--- src/rtl/mem_stage.sv ---
// Memory-access stage: holds one instruction from EX, aligns load data,
// and emits the register-write bundle for WB and the ID bypass network.
module mem_stage (
  input  logic        clk,
  input  logic        resetn,
  output logic        mem_allowin,
  input  logic        ex_to_mem_valid,
  input  logic [31:0] ex_pc,
  input  logic [37:0] ex_rf_zip,
  input  logic        ex_res_from_mem,
  input  logic [2:0]  ex_ld_op,
  input  logic [31:0] data_sram_rdata,
  input  logic        wb_allowin,
  output logic        mem_to_wb_valid,
  output logic [31:0] mem_pc,
  output logic [37:0] mem_rf_zip,
  output logic [37:0] mem_fwd_zip
);

  localparam logic [2:0] LD_B  = 3'd1;
  localparam logic [2:0] LD_H  = 3'd2;
  localparam logic [2:0] LD_BU = 3'd3;
  localparam logic [2:0] LD_HU = 3'd4;

  logic        mem_valid_q;
  logic        mem_valid_d;
  logic [31:0] pc_q;
  logic        rf_we_q;
  logic [4:0]  rf_waddr_q;
  logic [31:0] alu_result_q;
  logic        res_from_mem_q;
  logic [2:0]  ld_op_q;
  logic        first_cycle_q;
  logic        first_cycle_d;
  logic [31:0] rdata_buf_q;

  logic        ready_go;
  logic        accept;
  logic [31:0] rdata_sel;
  logic [1:0]  addr_lo;
  logic [7:0]  byte_sel;
  logic [15:0] half_sel;
  logic        is_b;
  logic        is_bu;
  logic        is_h;
  logic        is_hu;
  logic [31:0] load_res;
  logic [31:0] final_wdata;

  assign ready_go        = 1'b1;
  assign mem_allowin     = ~mem_valid_q | (ready_go & wb_allowin);
  assign mem_to_wb_valid = mem_valid_q & ready_go;
  assign accept          = ex_to_mem_valid & mem_allowin;

  // Next valid: refill from EX whenever the slot opens, else hold.
  always_comb begin
    mem_valid_d = mem_valid_q;
    if (mem_allowin) begin
      mem_valid_d = ex_to_mem_valid;
    end
  end

  // first_cycle marks the single cycle in which the SRAM data is live.
  always_comb begin
    first_cycle_d = accept;
  end

  // Valid and first-cycle flags; reset empties the stage immediately.
  always_ff @(posedge clk or negedge resetn) begin
    if (!resetn) begin
      mem_valid_q   <= 1'b0;
      first_cycle_q <= 1'b0;
    end else begin
      mem_valid_q   <= mem_valid_d;
      first_cycle_q <= first_cycle_d;
    end
  end

  // Payload loads only on accept, so a stalled instruction stays stable.
  always_ff @(posedge clk or negedge resetn) begin
    if (!resetn) begin
      pc_q           <= 32'd0;
      rf_we_q        <= 1'b0;
      rf_waddr_q     <= 5'd0;
      alu_result_q   <= 32'd0;
      res_from_mem_q <= 1'b0;
      ld_op_q        <= 3'd0;
    end else if (accept) begin
      pc_q           <= ex_pc;
      rf_we_q        <= ex_rf_zip[37];
      rf_waddr_q     <= ex_rf_zip[36:32];
      alu_result_q   <= ex_rf_zip[31:0];
      res_from_mem_q <= ex_res_from_mem;
      ld_op_q        <= ex_ld_op;
    end
  end

  // Keep the SRAM word so a load stalled by WB still sees its data.
  always_ff @(posedge clk or negedge resetn) begin
    if (!resetn) begin
      rdata_buf_q <= 32'd0;
    end else if (first_cycle_q) begin
      rdata_buf_q <= data_sram_rdata;
    end
  end

  assign rdata_sel = first_cycle_q ? data_sram_rdata : rdata_buf_q;
  assign addr_lo   = alu_result_q[1:0];

  // Byte lane chosen by the low address bits.
  always_comb begin
    byte_sel = rdata_sel[7:0];
    unique case (addr_lo)
      2'd0: byte_sel = rdata_sel[7:0];
      2'd1: byte_sel = rdata_sel[15:8];
      2'd2: byte_sel = rdata_sel[23:16];
      2'd3: byte_sel = rdata_sel[31:24];
      default: byte_sel = rdata_sel[7:0];
    endcase
  end

  assign half_sel = addr_lo[1] ? rdata_sel[31:16] : rdata_sel[15:0];

  assign is_b  = (ld_op_q == LD_B);
  assign is_bu = (ld_op_q == LD_BU);
  assign is_h  = (ld_op_q == LD_H);
  assign is_hu = (ld_op_q == LD_HU);

  // Extend the selected lane; unknown encodings behave as a word load.
  always_comb begin
    load_res = rdata_sel;
    unique case (1'b1)
      is_b:    load_res = {{24{byte_sel[7]}}, byte_sel};
      is_bu:   load_res = {24'd0, byte_sel};
      is_h:    load_res = {{16{half_sel[15]}}, half_sel};
      is_hu:   load_res = {16'd0, half_sel};
      default: load_res = rdata_sel;
    endcase
  end

  assign final_wdata = res_from_mem_q ? load_res : alu_result_q;

  assign mem_pc      = pc_q;
  assign mem_rf_zip  = {rf_we_q, rf_waddr_q, final_wdata};
  assign mem_fwd_zip = {rf_we_q & mem_valid_q, rf_waddr_q, final_wdata};

endmodule

--- config.mk ---
export PLATFORM = sky130hd
export DESIGN_NAME = mem_stage
export DESIGN_NICKNAME = d
export VERILOG_FILES = /design/src/rtl/mem_stage.sv
export SDC_FILE = /design/constraint.sdc
export NUM_CORES = 1
export LEC_CHECK = 0
export BUFFER_PORTS_ARGS = -buffer_cell sky130_fd_sc_hd__buf_2
export CAP_MARGIN = 30
export CELL_PAD_IN_SITES_DETAIL_PLACEMENT = 1
export CELL_PAD_IN_SITES_GLOBAL_PLACEMENT = 2
export CORE_MARGIN = 2
export CORE_UTILIZATION = 30
export CTS_CLUSTER_SIZE = 8
export DETAILED_ROUTE_END_ITERATION = 10
export GPL_TIMING_DRIVEN = 0
export PLACE_DENSITY_LB_ADDON = 0.1
export RECOVER_POWER = 100
export SYNTH_ARGS = -nofsm -noshare
export SYNTH_HDL_FRONTEND = slang
export SYNTH_SLANG_ARGS = --single-unit
--- constraint.sdc ---
create_clock -name clk -period 1.9 [get_ports clk]
set_input_delay 0 -clock clk [delete_from_list [all_inputs] [get_ports clk]]
set_output_delay 0 -clock clk [all_outputs]
set_load 0.05 [all_outputs]
==> reports/results.tsv <==
stage	metric	value	unit
timing	rsz0062_at_grt	yes	
pwr	vdd_drop_max	0.537	mV
global_route	grt_antenna_before_repair	4	
layout	stdcell_area	0.0100	mm²
critical_path	critPathMaxFanout	5	
placed_design	port_buffers	219	
layout	seqCellArea	0.00271	mm²
placed_design	place_ws	-0.566	ns
timing	fin_ws	-0.494	ns
clocking	cts_buffers	9	
detailed_routing	drc	0	
pwr	power.total	10.8	mW
die	fp.dieH	138	µm
layout	nets	928	
logic_synthesis	synth_cell_types	42	
global_route	grt_overflow	0	
detailed_routing	dr_total_vias	5050	
critical_path	worst_setup_path_end_kind	output port	
timing	finClkSkew	0.00721	ns
pwr	power.density	1080	mW/mm²
clocking	cts_max_level	3	
timing	final_max_slew_viol_count	0	
logic_synthesis	postSynthCellCount	458	
detailed_routing	ant_nets	0	
timing	fin_crit_sh	126	%
job	drv_cap	0	
timing	worstMarginPinSlew	0.998	ns
timing	relSlewSlack	33.5	%
die	start_util	30.4	%
detailed_routing	drtIter0Drc	127	
logic_synthesis	synthesis.area	0.00542	mm²
global_route	grt_usage	21.9	%
timing	finalSetupViolCount	64	
detailed_routing	drt-wirelength-per-cell	20.0	µm
placed_design	post-dp-hpwl	13800	µm
global_route	grt_first_pass_wirelength	32700	µm
logic_synthesis	syn-num-nets	568	
layout	multi_input_area	0.00307	mm²
critical_path	crit_path_top_delay_cell	mux4_2	
logic_synthesis	ys_seq_area_share	49.8	%
die	core	0.0178	mm²
detailed_routing	first_pass_iters	4	
critical_path	required	1.90	ns
critical_path	worstPathArrival	2.39	ns
layout	drive_above_1_share	56.6	%
pwr	p_leak	4.26	nW
global_route	grt_pass1_vias	5746	
die	rows	49	
detailed_routing	wl	21100	µm
clocking	clockBufferDepth	2	
die	io_pins	220	
clocking	root_buffer	clkbuf_16	
die	die_x	138	µm
clocking	clk_pin_slew	0.08	ns
placed_design	place_congestion	0.805	
status	status	complete, but fails checks	
critical_path	path_cells	buf_6 > mux4_2 > and2_4 > a31o_4 > buf_8 > o22a_4 > buf_6 > buf_8	
timing	max_freq	418	MHz
layout	area_delta_synth_final	84.8	%
logic_synthesis	ys_ff_latch	108	
clocking	insertion_delay	0.36	ns
timing	timing.hold.ws	-0.00141	ns
logic_synthesis	ys_warn_count	0	
die	die_area	0.0192	mm²
global_route	grt_max_degree	72	
critical_path	worstSetupPathType	reg2out	
timing	hold_violations	1	
logic_synthesis	syn_area_per_cell	11.8	µm²
timing	final.min_clock_period	2.39	ns
clocking	clock-sinks	108	
status	violations	negative hold slack, negative setup slack	
layout	fillers	1834	
detailed_routing	viasPerCell	4.79	
clocking	cts_tree	built	
hold_path	hp-class	in2reg	
critical_path	crit_path_max_incr_delay	0.52	ns
critical_path	start_kind	flop	
layout	fin_util	56.2	%
placed_design	postPlaceCellArea	0.00719	mm²
[synthesized netlist by cell type, drive strengths merged]
library cell | instances | area (µm²)
a21boi | 1 | 7.51
nand3 | 5 | 25.0
nand2b | 3 | 26.3
mux2i | 21 | 210
mux2 | 83 | 935
a32oi | 1 | 8.76
o22ai | 4 | 25.0
nand2 | 12 | 45.0
xnor2 | 1 | 8.76
nand4bb | 1 | 11.3
o21a | 2 | 15.0
or2 | 1 | 6.26
a31o | 1 | 17.5
mux4 | 5 | 113
a41oi | 1 | 8.76
o2111ai | 2 | 17.5
xor2 | 2 | 17.5
clkbuf | 15 | 56.3
a22oi | 1 | 7.51
dfrtp | 108 | 2700
o22a | 20 | 175
and2 | 2 | 12.5
o21ai | 18 | 90.1
a221oi | 1 | 8.76
nor2 | 19 | 71.3
nor3b | 1 | 7.51
a31oi | 16 | 100
buf | 53 | 373
a21oi | 11 | 55.1
o211ai | 7 | 52.6
o221ai | 6 | 52.6
nor2b | 3 | 18.8
o2bb2ai | 4 | 35.0
inv | 25 | 93.8
and3 | 1 | 6.26
nand3b | 1 | 7.51
[cells by family (layout without fill, tap and decap cells)]
| family | after synthesis | in the layout | share of synthesized area [%] |
|---|---|---|---|
| simple gates | 49 | 49 | 4.38 |
| xor+xnor | 3 | 3 | 0.485 |
| compound gates | 96 | 96 | 12.5 |
| mux | 109 | 109 | 23.2 |
| flops | 108 | 108 | 49.8 |
| buf+inv | 93 | 458 | 9.64 |
| other cells | 0 | 2 | 0 |
[what timing repair did]
item	CTS	global route
pin swaps	32	23
hold endpoints to repair	206	0
setup endpoints to repair	64	64
setup buffers	22	8
hold buffers	100	0
gates cloned	6	0
resized for setup	276	58
[critical path, delay by kind of cell, from the launching register on]
family,cells,cell delay (ns)
AO/OA/AOI/OAI,2,0.45
buffers and inverters,4,0.55
flip-flops,1,0.37
multiplexers,1,0.52
AND/OR/NAND/NOR,1,0.16
[path summary, 6_finish.rpt]
kind / start / endpoint / slack, ns / cells past startpoint
worst max-delay path: first_cycle_q / mem_rf_zip[29] / -0.49 / 8
worst min register to register: alu_result_q[15] / alu_result_q[15] / 0.51 / 1
max in group asynchronous: resetn / alu_result_q[1] / 0.34 / 3
worst max register to register: mem_to_wb_valid / mem_pc[4] / 0.12 / 5
worst min-delay path: data_sram_rdata[7] / rdata_buf_q[7] / -0.001 / 3
min in group asynchronous: resetn / alu_result_q[4] / 0.34 / 2
[power by group]
part / total [mW] / switching [mW] / internal, mW
registers: 2.87 / 0.237 / 2.63
logic: 6.04 / 3.50 / 2.54
clock network: 1.90 / 0.923 / 0.978
[registers in the layout, summed over array words and instances (netlist names)]
name,flops
first_cycle_q,1
mem_pc,32
alu_result_q,32
res_from_mem_q,1
ld_op_q,3
rdata_buf_q,32
rf_we_q,1
rf_waddr_q,5
mem_to_wb_valid,1
[cell type report]
cell class	instances	share of cell area [%]
diodes	2	0.0499
plain buffers	66	6.30
clock buffers	11	2.52
clock inverters	5	0.437
inverters	25	1.01
multi-input cells	257	30.6
flip-flops and latches	108	27.0
well taps	229	2.86
repair buffers	351	29.2
[per-layer routing]
layer | wire (µm) | global-route usage, % | vias up
li1 | - | - | 2337
met1 | 8480 | 26.2 | 2534
met2 | 11100 | 39.8 | 154
met3 | 1140 | 4.50 | 23
met4 | 301 | 6.34 | 2
met5 | 19 | 0 | -
[cells in the final DEF, fill, tap and decap left out, types with 3 or more instances in the layout]
cell           netlist  final
buf_2               13    117
dfrtp_1            108    104
dlygate4sd3_1        0    100
buf_6                2     76
mux2_2              83     76
clkbuf_1            15     49
buf_8                0     31
buf_4               38     28
inv_1               24     22
o21ai_0             17     17
nor2_1              19     17
mux2i_4              0     16
a31oi_4              0     16
o22a_4               0     12
nand2_1             12      9
clkbuf_16            0      9
o211ai_1             7      7
clkbuf_2             0      6
a21oi_2              0      6
o22a_1              20      6
mux2_4               0      5
buf_16               0      5
mux4_2               5      5
buf_12               0      4
mux2i_1             21      4
o22ai_2              0      4
o221ai_2             0      4
o2bb2ai_1            4      4
dfrtp_2              0      4
clkinv_4             0      4
nor2b_1              3      3
a21oi_1             11      3
nand2_2              0      3
nand3_1              5      3
[per-stage QoR]
stage / TNS, ns / cells
finish: -23.20 / 1054
detailed placement: -19.54 / 907
global route: -27.88 / 1052
CTS: -26.08 / 1048
global placement: -78.31 / 906
floorplan: -1.94 / 458
Power figures use the tool's default switching activity.
